File: src/rtl/result_writeback_unit_pkg.sv
// Shared definitions for the result writeback path: drain FSM state codes and default widths
// so the wrapper top can instantiate with matching DATA_W/BATCH.
package result_writeback_unit_pkg;

   localparam int unsigned WB_DATA_W = 16;
   localparam int unsigned WB_DEPTH  = 4;
   localparam int unsigned WB_ADDR_W = 8;
   localparam int unsigned WB_BATCH  = 4;

   typedef enum logic {
      WB_IDLE  = 1'b0,
      WB_ISSUE = 1'b1
   } wb_state_e;

endpackage

File: src/rtl/result_writeback_unit_sync_fifo.sv
// Synchronous FIFO with registered full/empty derived from the occupancy count.
// A push into a full FIFO is ignored even if a pop happens on the same edge.
module sync_fifo #(
   parameter int unsigned DATA_W = 16,
   parameter int unsigned DEPTH  = 4,
   localparam int unsigned PTR_W = $clog2(DEPTH),
   localparam int unsigned CNT_W = $clog2(DEPTH) + 1
) (
   input  logic              clk_i,
   input  logic              rst_i,
   input  logic              push_i,
   input  logic [DATA_W-1:0] data_i,
   input  logic              pop_i,
   output logic [DATA_W-1:0] head_o,
   output logic [CNT_W-1:0]  count_o,
   output logic              full_o,
   output logic              empty_o
);

   logic [DATA_W-1:0] mem_q [DEPTH];
   logic [DATA_W-1:0] mem_d [DEPTH];
   logic [PTR_W-1:0]  wptr_q, wptr_d, rptr_q, rptr_d;
   logic [CNT_W-1:0]  count_q, count_d;
   logic              full_q, full_d, empty_q, empty_d;
   logic              push_ok, pop_ok;

   assign push_ok = push_i && !full_q;
   assign pop_ok  = pop_i && !empty_q;

   always_comb begin
      mem_d   = mem_q;
      wptr_d  = wptr_q;
      rptr_d  = rptr_q;
      count_d = count_q;
      if (push_ok) begin
         mem_d[wptr_q] = data_i;
         wptr_d        = wptr_q + PTR_W'(1);
      end
      if (pop_ok) begin
         rptr_d = rptr_q + PTR_W'(1);
      end
      if (push_ok && !pop_ok) begin
         count_d = count_q + CNT_W'(1);
      end else if (!push_ok && pop_ok) begin
         count_d = count_q - CNT_W'(1);
      end
      full_d  = (count_d == CNT_W'(DEPTH));
      empty_d = (count_d == '0);
   end

   always_ff @(posedge clk_i) begin
      if (rst_i) begin
         wptr_q  <= '0;
         rptr_q  <= '0;
         count_q <= '0;
         full_q  <= 1'b0;
         empty_q <= 1'b1;
      end else begin
         wptr_q  <= wptr_d;
         rptr_q  <= rptr_d;
         count_q <= count_d;
         full_q  <= full_d;
         empty_q <= empty_d;
      end
   end

   // Storage needs no reset; occupancy alone decides what is valid.
   always_ff @(posedge clk_i) begin
      mem_q <= mem_d;
   end

   assign head_o  = mem_q[rptr_q];
   assign count_o = count_q;
   assign full_o  = full_q;
   assign empty_o = empty_q;

endmodule

File: src/rtl/result_writeback_unit.sv
// Buffers per-pass results and drains them to result memory over a req/ack port with an
// auto-incrementing address, batch-complete pulse and sticky overflow flag.
module result_writeback_unit
   import result_writeback_unit_pkg::*;
#(
   parameter int unsigned DATA_W = WB_DATA_W,
   parameter int unsigned DEPTH  = WB_DEPTH,
   parameter int unsigned ADDR_W = WB_ADDR_W,
   parameter int unsigned BATCH  = WB_BATCH
) (
   input  logic                   clk,
   input  logic                   rst,
   input  logic                   wr_req,
   input  logic [DATA_W-1:0]      wr_data,
   output logic                   full,
   output logic                   empty,
   output logic [$clog2(DEPTH):0] count,
   output logic                   mem_wr,
   output logic [ADDR_W-1:0]      mem_addr,
   output logic [DATA_W-1:0]      mem_data,
   input  logic                   mem_ack,
   output logic                   batch_done,
   output logic                   overflow
);

   localparam int unsigned BAT_W = $clog2(BATCH + 1);

   wb_state_e         state_q, state_d;
   logic [ADDR_W-1:0] addr_q, addr_d;
   logic [DATA_W-1:0] data_q, data_d;
   logic [BAT_W-1:0]  bcnt_q, bcnt_d;
   logic              bdone_q, bdone_d;
   logic              ovf_q, ovf_d;
   logic              pop;
   logic [DATA_W-1:0] fifo_head;
   logic              fifo_full, fifo_empty;

   assign pop = (state_q == WB_ISSUE) && mem_ack;

   sync_fifo #(
      .DATA_W(DATA_W),
      .DEPTH (DEPTH)
   ) u_fifo (
      .clk_i  (clk),
      .rst_i  (rst),
      .push_i (wr_req),
      .data_i (wr_data),
      .pop_i  (pop),
      .head_o (fifo_head),
      .count_o(count),
      .full_o (fifo_full),
      .empty_o(fifo_empty)
   );

   always_comb begin
      state_d = state_q;
      addr_d  = addr_q;
      data_d  = data_q;
      bcnt_d  = bcnt_q;
      bdone_d = 1'b0;
      ovf_d   = ovf_q | (wr_req & fifo_full);
      unique case (state_q)
         WB_IDLE: begin
            if (!fifo_empty) begin
               state_d = WB_ISSUE;
               data_d  = fifo_head;
            end
         end
         WB_ISSUE: begin
            if (mem_ack) begin
               state_d = WB_IDLE;
               addr_d  = addr_q + ADDR_W'(1);
               if (bcnt_q == BAT_W'(BATCH - 1)) begin
                  bcnt_d  = '0;
                  bdone_d = 1'b1;
               end else begin
                  bcnt_d = bcnt_q + BAT_W'(1);
               end
            end
         end
      endcase
   end

   always_ff @(posedge clk) begin
      if (rst) begin
         state_q <= WB_IDLE;
         addr_q  <= '0;
         data_q  <= '0;
         bcnt_q  <= '0;
         bdone_q <= 1'b0;
         ovf_q   <= 1'b0;
      end else begin
         state_q <= state_d;
         addr_q  <= addr_d;
         data_q  <= data_d;
         bcnt_q  <= bcnt_d;
         bdone_q <= bdone_d;
         ovf_q   <= ovf_d;
      end
   end

   assign mem_wr     = (state_q == WB_ISSUE);
   assign mem_addr   = addr_q;
   assign mem_data   = data_q;
   assign batch_done = bdone_q;
   assign overflow   = ovf_q;
   assign full       = fifo_full;
   assign empty      = fifo_empty;

endmodule

File: config.mk
export PLATFORM = sky130hd
export DESIGN_NAME = result_writeback_unit
export DESIGN_NICKNAME = d
export VERILOG_FILES = /design/src/rtl/result_writeback_unit_pkg.sv /design/src/rtl/result_writeback_unit_sync_fifo.sv /design/src/rtl/result_writeback_unit.sv
export SDC_FILE = /design/constraint.sdc
export NUM_CORES = 1
export LEC_CHECK = 0
export ABC_AREA = 1
export ABC_CLOCK_PERIOD_IN_PS = 3650
export CAP_MARGIN = 20
export CELL_PAD_IN_SITES_DETAIL_PLACEMENT = 1
export CELL_PAD_IN_SITES_GLOBAL_PLACEMENT = 1
export CORE_MARGIN = 5
export CORE_UTILIZATION = 46
export DETAILED_ROUTE_END_ITERATION = 10
export PLACE_DENSITY = 0.9
export SLEW_MARGIN = 20
export SYNTH_ARGS = -nofsm -noshare
export SYNTH_HDL_FRONTEND = slang
export SYNTH_HIERARCHICAL = 1
export SYNTH_SLANG_ARGS = --single-unit
File: constraint.sdc
create_clock -name clk -period 3.65 [get_ports clk]
set_clock_uncertainty 0.05 [all_clocks]
set_input_delay 0.73 -clock clk [delete_from_list [all_inputs] [get_ports clk]]
set_output_delay 0.73 -clock clk [all_outputs]
set_load 0.02 [all_outputs]
Word-level counts from Yosys, hierarchy flattened
Index checks and enable logic that the tools add are counted.
Storage, ports and cells
  register bits: 103
  bits in latches: 0
  RAM bits: 0
  ROM bits: 0
  output and inout bits: 32
  logic and storage cells: 60
  memories kept: 0
Operators by class
  add/sub/neg operators: 6
  multiply operators: 0
  div/mod/pow operators: 0
  $lt $le $gt $ge: 3
  eq/ne operators: 2
  shift operators: 0
  mux-type cells: 13
  bitwise logic cells: 7
  reductions and logical operators: 14
Operators with widths (number)
  $bwmux W64: 1
  $mux W16: 3
  $bmux W16 S2: 1
  $demux W16 S2: 1
  $mux W3: 3
  $add A8 B1 Y8 const B: 1
  $add A3 B1 Y3 const B: 2
  $ge A3 B3 Y1 const B: 2
  $logic_and A1 B1 Y1: 6
  $not A2 Y3: 2
  $add A2 B1 Y2 const B: 2
  $logic_not A1 Y1: 4
  $reduce_and A2 Y1: 2
  $eq A3 B2 Y1 const B: 1
  $eq A3 B3 Y1 const B: 1
  $logic_not A3 Y1: 1
  $lt A3 B1 Y1 const B: 1
  $mux W1: 3
  $not A1 Y1: 3
  $reduce_or A3 Y1: 1
  $sub A3 B1 Y3 const B: 1
  $pmux W1 S2: 1
  $and A1 B1 Y1: 1
  $or A1 B1 Y1: 1

Logic depth before layout (Yosys ltp)
  word-level depth: 7
  depth in mapped cells: 12
  mapped depth without buffers: 11

Hierarchy
Netlist, hierarchy kept.
By module, submodules not included
  sync_fifo: times used 1, cells each 230, area each 2922.8 um2, seq. area each 2102.0 um2
  result_writeback_unit: times used 1, cells each 148, area each 1179.9 um2, seq. area each 600.6 um2

Worst setup path before layout
No wires, ideal clock.
  path kind: in2reg
  start point: in wr_req
  end point: reg u_fifo/mem_q[0] (netlist name) (enable)
  arrival: 1.517 ns
  required time: 3.211 ns
  setup slack: 1.694 ns
  cell stages on the path: 2
  path buffers: 0
  cell sequence: nand2_4 > nor2_1
Between the ends
  longest elaborated chain between the ends: 1
Ends and longest elaborated chain
  from (decl): line result_writeback_unit.sv:13  | input logic wr_req,
  $logic_and A1 B1 Y1: line result_writeback_unit_sync_fifo.sv:27  | assign push_ok = push_i && !full_q;
  to (signal assigned): line result_writeback_unit_sync_fifo.sv:69  | mem_q <= mem_d;
  to (decl): line result_writeback_unit_sync_fifo.sv:20  | logic [DATA_W-1:0] mem_q [DEPTH];
No other way between the ends.
A chain may end at the register's enable or synchronous reset.

Final worst setup path
  start point: reg u_fifo.empty_q, in the netlist u_fifo/empty_o
  end point: out empty
RTL lines
  from (decl): line result_writeback_unit_sync_fifo.sv:24  | logic full_q, full_d, empty_q, empty_d;
  from (signal assigned): line result_writeback_unit_sync_fifo.sv:63  | empty_q <= empty_d;
  to (decl): line result_writeback_unit.sv:16  | output logic empty,
No word-level cell between the ends.

==> impl_metrics.csv <==
group,metric,value,unit
outcome,outcome,"complete, no violations",
floorplan,dieArea,10910,sq um
yosys,synth_warnings,6,
setup_path,end_kind,"output port",
yosys,synth_area_leader_cell,"edfxtp_1",
global_routing,grt_max_degree,34,
clocking,cts_hold_buffers,0,
global_routing,grt.total_usage,18.51,%
setup_path,critical_path_arrival,1.57,ns
detailed_routing,postRouteAntennaNets,0,
detailed_routing,drtPass1Iterations,4,
yosys,synth.avg_cell_area,10.85,sq um
yosys,syn-num-nets,406,
sta,maxSlewViolCount,0,
cells_and_area,syn_to_final_growth,20.68,%
floorplan,io_pins,52,
setup_path,cp_slowest_cell,"clkdlybuf4s50_1",
sta,rsz0062_at_grt,"false",
power,switching_share,26.06,%
clocking,cts.clk_slew.worst_paths,0.10,ns
detailed_routing,drc,0,
power,p_leak,1.836,nW
yosys,ys_top_cells_by_area,"edfxtp_1, dfxtp_1, nor2_1",
clocking,clkSinkCount,103,
power,p_sw,0.6819,mW
clocking,root_buffer,"clkbuf_8",
yosys,yosysMostFrequentCell,"nor2_1",
yosys,ys_ff_latch,103,
run,maxCapViolations,0,
cells_and_area,fin_nets,459,
sta,timing.hold.ws,0.4319,ns
global_routing,grt_pass1_vias,3132,
yosys,syn_area,4103,sq um
power,seqPwrFrac,52.5,%
placement,hpwl,6.682,mm
placement,post-place-ws,1.226,ns
floorplan,die-width,104.4,um
detailed_routing,vias,2917,
sta,min_period_over_period,64.36,%
setup_path,startpoint_type,"flop",
sta,setup_viol,0,
clocking,cts_tree,"built",
power,p_per_area,528.6,nW/um^2
yosys,synth_edf_count,64,
detailed_routing,drt_iter0_drc,88,
placement,io_buffers,51,
sta,timing.fmax,425.7,MHz
clocking,cts-htree-levels,3,
setup_path,cp_top_family,"buffers and inverters",
power,p_int,1.935,mW
setup_path,path_cells,"clkdlybuf4s50_1",
setup_path,crit_type,"reg2out",
sta,relSlewSlack,53.28,%
cells_and_area,drive_gt1_share,10.78,%
clocking,cts_buffer_depth,2,
clocking,post_cts_buffers,0,
detailed_routing,via_per_inst,5.362,
sta,setup_ws,1.301,ns
cells_and_area,diodes,0,
clocking,clock_latency,0.36,ns
floorplan,rows,34,
yosys,yosysSeqAreaShare,65.87,%
placement,gp_congestion,0.7843,
yosys,syn_inst,378,
hold_path,hold_path.class,"reg2reg",
setup_path,r2r_slack,1.55,ns
global_routing,overflow,0,
power,p_clk_share,32.5,%
detailed_routing,avgRoutedWirePerCell,18.17,um
clocking,cts_buffers,9,
yosys,ys.flop_type,"edfxtp_1",
sta,fin_setup_tns,0,ns
setup_path,path_max_fanout,5,
global_routing,grt_pass1_wl,16.06,mm
floorplan,initial_core_util,47.04,%
power,comb_power_share,15.0,%
sta,post-route-min-period,2.349,ns
setup_path,critPathBufInv,1,
clocking,ctsResizeCount,0,
power,ir_worst_vdd,0.2555,mV
detailed_routing,drt-total-wl,9.887,mm
floorplan,die_y,104.4,um
floorplan,coreArea,8721,sq um
setup_path,slowest_delay,0.67,ns
sta,worst_slew_pin_slew,0.6999,ns
sta,hold_violations,0,
yosys,async_flop_share,0,%
yosys,yosysTopAreaCellShare,46.84,%
setup_path,worstPathRequired,2.87,ns
global_routing,antenna_found_initial,0,
yosys,synth_cell_type_count,31,
yosys,synth.cells.most_frequent,"nor2_1, edfxtp_1, o21ai_0, dfxtp_1, nand2_1",
-- worst reg2reg max path, stage by stage (launching register included) --
cell and delay (ns):
dfxtp_1 0.79, inv_1 0.53, o21ai_0 0.24, o22ai_1 0.15, nor2_1 0.16, nor2_1 0.08
-- power groups by stage --
| stage | Clock (mW) | Combinational (mW) | Sequential, mW |
|---|---|---|---|
| 3_5_place_dp | 0 | 0.393 | 1.40 |
| 6_report | 0.851 | 0.393 | 1.37 |
| 3_3_place_gp | 0 | 0.375 | 1.40 |
| 2_1_floorplan | 0 | 0.174 | 1.44 |
| 4_1_cts | 0.864 | 0.397 | 1.37 |
| 5_1_grt | 0.921 | 0.427 | 1.38 |
-- per-stage QoR --
stage | utilization, % | instances | power, mW | instance area (sq um)
2_1_floorplan | - | 378 | 1.610 | 4103
3_3_place_gp | 53.96 | 528 | 1.771 | 4706
3_5_place_dp | 53.96 | 528 | 1.793 | 4706
4_1_cts | 56.77 | 544 | 2.635 | 4951
5_1_grt | 56.77 | 544 | 2.731 | 4951
6_report | 56.77 | 544 | 2.617 | 4951
-- layout by cell type, fill, tap and decap left out, types with 3 or more instances in the layout --
cell             count
nor2_1              86
edfxtp_1            64
clkdlybuf4s50_1     51
o21ai_0             44
dfxtp_1             39
nand2_1             24
inv_1               23
o22ai_1             16
o21ai_1              9
clkbuf_8             9
a21oi_1              8
ha_1                 8
inv_2                7
nand3_1              6
nor2_4               5
buf_4                5
nand2_2              4
nand3b_1             4
nand3_2              4
bufinv_16            3
nand2_4              3
-- layer usage --
layer | track usage, % | routed length, um | vias up | share of wire [%]
met5 | 0 | 0 | - | 0
li1 | - | - | 1396 | -
met4 | 6.568 | 127 | 0 | 1.3
met2 | 32.94 | 5048 | 60 | 51
met1 | 22.63 | 4390 | 1451 | 44
met3 | 2.793 | 321 | 10 | 3.2
-- sequential cells by signal (all words and copies together), names as in the netlist --
signal / count
mem_data: 16
u_fifo/wptr_q: 2
u_fifo/empty_o: 1
u_fifo/rptr_q: 2
bcnt_q: 3
u_fifo/count_o: 3
mem_wr: 1
batch_done: 1
u_fifo/full_o: 1
u_fifo/mem_q: 64
overflow: 1
mem_addr: 8
-- final cells by class --
type | count | area, sq um
inverters | 30 | 112.6
flip-flops and latches | 103 | 2703
fillers | 944 | 3770
clock inverters | 6 | 117.6
clock buffers | 10 | 127.6
multi-input cells | 231 | 1207
well taps | 108 | 135.1
repair buffers | 56 | 548.0
-- path summary, 6_finish.rpt --
kind,from,to,cells past startpoint
max,u_fifo/empty_o$_SDFF_PP1_,empty,1
min,bcnt_q[2]$_SDFFE_PP0P_,bcnt_q[2]$_SDFFE_PP0P_,2
max reg2reg,u_fifo/rptr_q[1]$_SDFFE_PP0P_,mem_data[15]$_SDFFE_PP0P_,5
min reg2reg,bcnt_q[2]$_SDFFE_PP0P_,bcnt_q[2]$_SDFFE_PP0P_,2
-- kinds of logic after synthesis --
family / Yosys count / synth area share [%]
xor+xnor: 1 / 0.2135
flops: 103 / 65.87
fa+ha+maj: 8 / 2.440
simple gates: 141 / 16.13
buf+inv: 44 / 4.697
compound gates: 81 / 10.64
(Power assumes the default switching activity.)
